--- config.mk ---
export PLATFORM = sky130hd
export DESIGN_NAME = seg_scan_ctrl
export DESIGN_NICKNAME = d
export VERILOG_FILES = /design/src/rtl/seg_scan_pkg.sv /design/src/rtl/scan_prescaler.sv /design/src/rtl/seg_scan_ctrl.sv
export SDC_FILE = /design/constraint.sdc
export NUM_CORES = 1
export LEC_CHECK = 0
export CELL_PAD_IN_SITES_DETAIL_PLACEMENT = 1
export CELL_PAD_IN_SITES_GLOBAL_PLACEMENT = 2
export CORE_UTILIZATION = 40
export DETAILED_ROUTE_END_ITERATION = 8
export DONT_BUFFER_PORTS = 1
export GPL_TIMING_DRIVEN = 0
export PLACE_DENSITY_LB_ADDON = 0.1
export SYNTH_ARGS = -nofsm -noshare
export SYNTH_HDL_FRONTEND = slang
export SYNTH_SLANG_ARGS = --single-unit
--- constraint.sdc ---
create_clock -name clk -period 3.07 [get_ports clk]
set_input_delay 0 -clock clk [delete_from_list [all_inputs] [get_ports clk]]
set_output_delay 0 -clock clk [all_outputs]
set_load 0.01 [all_outputs]
--- src/rtl/seg_scan_pkg.sv ---
// Shared types and constants for the seven-segment scan controller.
// Optional leading-zero blanking is selected in seg_scan_ctrl by SEG_SCAN_LZB_EN.
package seg_scan_pkg;

    localparam int unsigned NUM_DIGITS = 4;
    localparam logic [3:0]  BLANK_CODE = 4'hF;

    typedef logic [1:0] digit_idx_t;
    typedef logic [3:0] bcd_t;

    typedef enum logic {
        EMPTY,
        PENDING
    } buf_state_t;

endpackage

--- src/rtl/scan_prescaler.sv ---
// Refresh-rate prescaler: free-running 0..REFRESH_DIV-1 counter with a
// single-cycle tick while the count sits at its terminal value.
module scan_prescaler #(
    parameter int unsigned REFRESH_DIV = 100000
) (
    input  logic clk,
    input  logic rst,
    output logic tick
);

    localparam int unsigned DIV_W = $clog2(REFRESH_DIV);

    logic [DIV_W-1:0] r_count;

    assign tick = (r_count == DIV_W'(REFRESH_DIV - 1));

    // Count up, wrapping to zero on the terminal count.
    always_ff @(posedge clk or posedge rst) begin
        if (rst) begin
            r_count <= '0;
        end else if (tick) begin
            r_count <= '0;
        end else begin
            r_count <= r_count + DIV_W'(1);
        end
    end

endmodule

--- src/rtl/seg_scan_ctrl.sv ---
// Four-digit seven-segment scan controller with frame-synchronous reload.
// Define SEG_SCAN_LZB_EN to blank leading zeros (digit 0 is never blanked).
module seg_scan_ctrl
    import seg_scan_pkg::*;
#(
    parameter int unsigned REFRESH_DIV = 100000
) (
    input  logic        clk,
    input  logic        rst,
    input  logic        load,
    input  logic [15:0] load_data,
    output logic        load_ready,
    output logic [1:0]  digit_sel,
    output logic [3:0]  bcd_out,
    output logic        frame_done
);

    logic        w_tick;
    logic        w_frame;
    logic        w_load_acc;
    logic        w_commit;
    logic [15:0] w_src;
    digit_idx_t  w_digit_next;
    bcd_t        w_bcd_next;
    buf_state_t  r_state;
    buf_state_t  w_state_next;
    logic [15:0] r_shadow;
    logic [15:0] r_active;
    digit_idx_t  r_digit_sel;
    bcd_t        r_bcd;
    logic        r_frame_done;

    scan_prescaler #(
        .REFRESH_DIV(REFRESH_DIV)
    ) u_prescaler (
        .clk (clk),
        .rst (rst),
        .tick(w_tick)
    );

    assign w_frame      = w_tick && (r_digit_sel == digit_idx_t'(NUM_DIGITS - 1));
    assign w_digit_next = r_digit_sel + digit_idx_t'(1);
    // On a committing boundary the new value is shown straight away on digit 0.
    assign w_src        = w_commit ? r_shadow : r_active;

    assign load_ready = (r_state == EMPTY);
    assign digit_sel  = r_digit_sel;
    assign bcd_out    = r_bcd;
    assign frame_done = r_frame_done;

    // Buffer FSM next state: accept into shadow when empty, commit at frame boundary.
    always_comb begin
        w_state_next = r_state;
        w_load_acc   = 1'b0;
        w_commit     = 1'b0;
        unique case (r_state)
            EMPTY: begin
                if (load) begin
                    w_load_acc   = 1'b1;
                    w_state_next = PENDING;
                end
            end
            PENDING: begin
                if (w_frame) begin
                    w_commit     = 1'b1;
                    w_state_next = EMPTY;
                end
            end
            default: w_state_next = EMPTY;
        endcase
    end

    // Buffer FSM state register.
    always_ff @(posedge clk or posedge rst) begin
        if (rst) begin
            r_state <= EMPTY;
        end else begin
            r_state <= w_state_next;
        end
    end

    // Shadow capture and active-buffer commit.
    always_ff @(posedge clk or posedge rst) begin
        if (rst) begin
            r_shadow <= '0;
            r_active <= '1;
        end else begin
            if (w_load_acc) begin
                r_shadow <= load_data;
            end
            if (w_commit) begin
                r_active <= r_shadow;
            end
        end
    end

    // Nibble for the digit about to be selected, with optional leading-zero blanking.
    always_comb begin
        w_bcd_next = w_src[{w_digit_next, 2'b00} +: 4];
`ifdef SEG_SCAN_LZB_EN
        if ((w_digit_next != '0) && ((w_src >> {w_digit_next, 2'b00}) == '0)) begin
            w_bcd_next = BLANK_CODE;
        end
`endif
    end

    // Digit select and nibble advance together on each tick; frame pulse follows the wrap.
    always_ff @(posedge clk or posedge rst) begin
        if (rst) begin
            r_digit_sel  <= '0;
            r_bcd        <= BLANK_CODE;
            r_frame_done <= 1'b0;
        end else begin
            r_frame_done <= w_frame;
            if (w_tick) begin
                r_digit_sel <= w_digit_next;
                r_bcd       <= w_bcd_next;
            end
        end
    end

endmodule

==> run summary <==
drt pass-1 iters: 4
Root Buffer Master: clkbuf_8
number of diodes: 0
# Max-Cap Violations: 0
vias in the first global route: 2101
CTS buffer count: 9
Fin. Hold Viols: 0
Synth warnings: 0
slowest stage cell, crit path: nor4_2
WP buf/inv: 0
Detailed Place HPWL: 4.197 mm
Crit path max-delay family: simple AND/OR/NAND/NOR gates
Worst Path Required: 3290 ps
Die ar.: 0.007198 sq mm
Critical R2R Launch: u_prescaler.r_count[12]
Max Clock Skew: 8.716 ps
Final nets: 273
Gate Count Post-Synth: 222
DRC violations left: 0
total number of vias: 1829
Worst Path Max Fanout: 10
Setup CP Type: register to register
measured slew at the worst slew-check pin: 1192 ps
die height: 84.84 microns
layout cells sized above 1: 0.3152
Worst Setup End Kind: register
FF-to-FF End: u_prescaler.r_count[10]
Final setup viols: 0
Synth area leaders: dfrtp_1 (34%), dfstp_2 (19%), mux2_2 (10%)
H-tree levels: 3
Final GP Congestion: 0.7669
Non-Filler Instances: 334
Synth area leader: dfrtp_1
clock tree buffer depth: 2
Sink Count: 57
port bufs: 0
synth unique cells: 46
setup tns final: 0 ps
WL final: 6.109 mm
Mapped Nets: 243
global-route wire length before repair: 10.42 mm
crit-path cells: or4b_4, nor4_2, o21ai_1, a22o_1
Die Wd: 84.84 microns
Max stage delay on crit path: 970 ps
Avg Synthesized Cell Area: 12.37 sq um
Seq/Total Area, Yosys: 0.5287
Hold WC Path Type: input port to asynchronous set/reset pin
Clock transition at path regs: 70 ps
Setup crit start: u_prescaler.r_count[12]
CTS tree: yes
Worst R2R Setup Slack: 620 ps
total gr overflow: 0
Cell Area, Synth: 0.002745 sq mm
leading cell types in the layout, fill and taps excluded: dfrtp_1 (37), mux2_2 (25), dfstp_2 (20)
min cycle time layout: 2446 ps
initial antenna violation count: 0
RSZ-0062 raised after global routing: no
starting density of the core: 0.4227
row cnt: 29
PostCTS Resize Cnt: 0
outcome: finished clean
Post-CTS Hold Buffers: 18
VDD IR max: 277.7 uV
largest net degree at the start of global routing: 31
Worst-Skew Late Latency: 340 ps
top-area cell type share of the netlist area: 0.3373
power density over the cells: 492.2 mW/mm^2
Final Core Density: 0.5014
worst r2r path cells: 4
Leakage: 1.377 nW
slew margin rel.: 0.1989
Slew Limit Fails: 0
CP endpoint: u_prescaler.r_count[10]
FMAX: 0.4089 GHz
1st-iter DRT viols: 76
Placeable Area: 0.006495 sq mm
P&R area growth vs syn: 18.64%
Placed Instances: 300
Tcrit/Tclk final: 0.7967
critical path depth: 4
WL per Instance: 18.29 microns
WP data arrival: 2670 ps
Setup crit start kind: register
total global-route track usage: 0.1935
Yosys reg bits: 57
commonest non-fill, non-tap cell in the layout: dfrtp_1
num ports: 27
Setup Fix Bufs, Post-CTS: 0
Antenna Violating Nets Remaining: 0
Via density: 5.476
layer usage:
layer	GRT usage	share of wire	routed length, microns
met2	0.3437	0.52	3207
met5	0	0	0
met3	0.05934	0.030	182
met4	0.06934	0.015	94
met1	0.2209	0.43	2625
final cells by class:
class,instances,area (sq um)
timing repair buffer,19,200.2
fill,676,3238
sequential,57,1451
clock buffer,12,165.2
buffer,11,58.81
tap,77,96.34
inverter,4,15.01
clock inverter,4,50.05
multi-input combinational,150,1220
kinds of logic after synthesis:
group	synth area share
buffers and inverters	0.02689
DFF	0.5287
adders and majority gates	0.009114
AOI/OAI and AO/OA	0.07475
and+or+nand+nor	0.1363
xor gates and xnor gates	0.04148
muxes	0.1828
metrics by stage:
| stage | instance area, sq um | hold WS [ps] | power, W | worst slack (ps) |
|---|---|---|---|---|
| CTS | 3257 | 201.3 | 0.001626 | 598.3 |
| detailed placement | 2861 | -15.87 | 0.0008550 | 623.4 |
| global placement | 2841 | 137.2 | 0.0008462 | 691.7 |
| floorplan | 2745 | 129.9 | 0.0008366 | 924.7 |
| finish | 3257 | 192.3 | 0.001603 | 624.1 |
| global route | 3257 | 206.7 | 0.001672 | 404.8 |
worst register-to-register path, stage by stage (launching register included):
cell     delay, ps
dfrtp_1        440
or4b_4         530
nor4_2         970
o21ai_1        170
a22o_1         220
cell usage after synthesis (all sizes together):
library cell	number
and3	8
o31ai	2
clkinv	1
o22ai	2
nand4	5
and2	4
a21o	1
nor2b	2
a221oi	1
nor3	1
a22o	1
nand2b	1
buf	2
a21oi	5
nor4	2
o41ai	1
inv	3
a32o	2
xnor2	5
dfstp	20
nand2	16
nand3	6
mux2i	4
nand4bb	2
dfrtp	37
a31oi	2
a21boi	4
o311ai	1
a211oi	2
mux4	2
nor2	14
o21ai	5
o211ai	1
or4	1
or4b	2
ha	2
and4	1
mux2	34
clkbuf	9
xor2	8
sequential cells by signal, indices dropped and copies added (netlist names):
signal and count:
digit_sel 2, r_active 16, bcd_out 4, r_shadow 16, frame_done 1, r_state 1, u_prescaler.r_count 17
worst min-delay path by stage:
stage,slack [ps],start,endpoint
after floorplan,130,load,r_state
after global placement,140,load,r_state
after detailed placement,-20,rst,r_shadow[15]
after CTS,200,rst,r_shadow[7]
after global routing,210,rst,r_shadow[5]
final,190,rst,r_state
power breakdown:
group / switching, W / internal, W
Sequential: 0.0000201 / 0.000777
Combinational: 0.0000238 / 0.0000375
Clock: 0.000305 / 0.000439
Note: power is estimated with default switching activity, not from simulation.
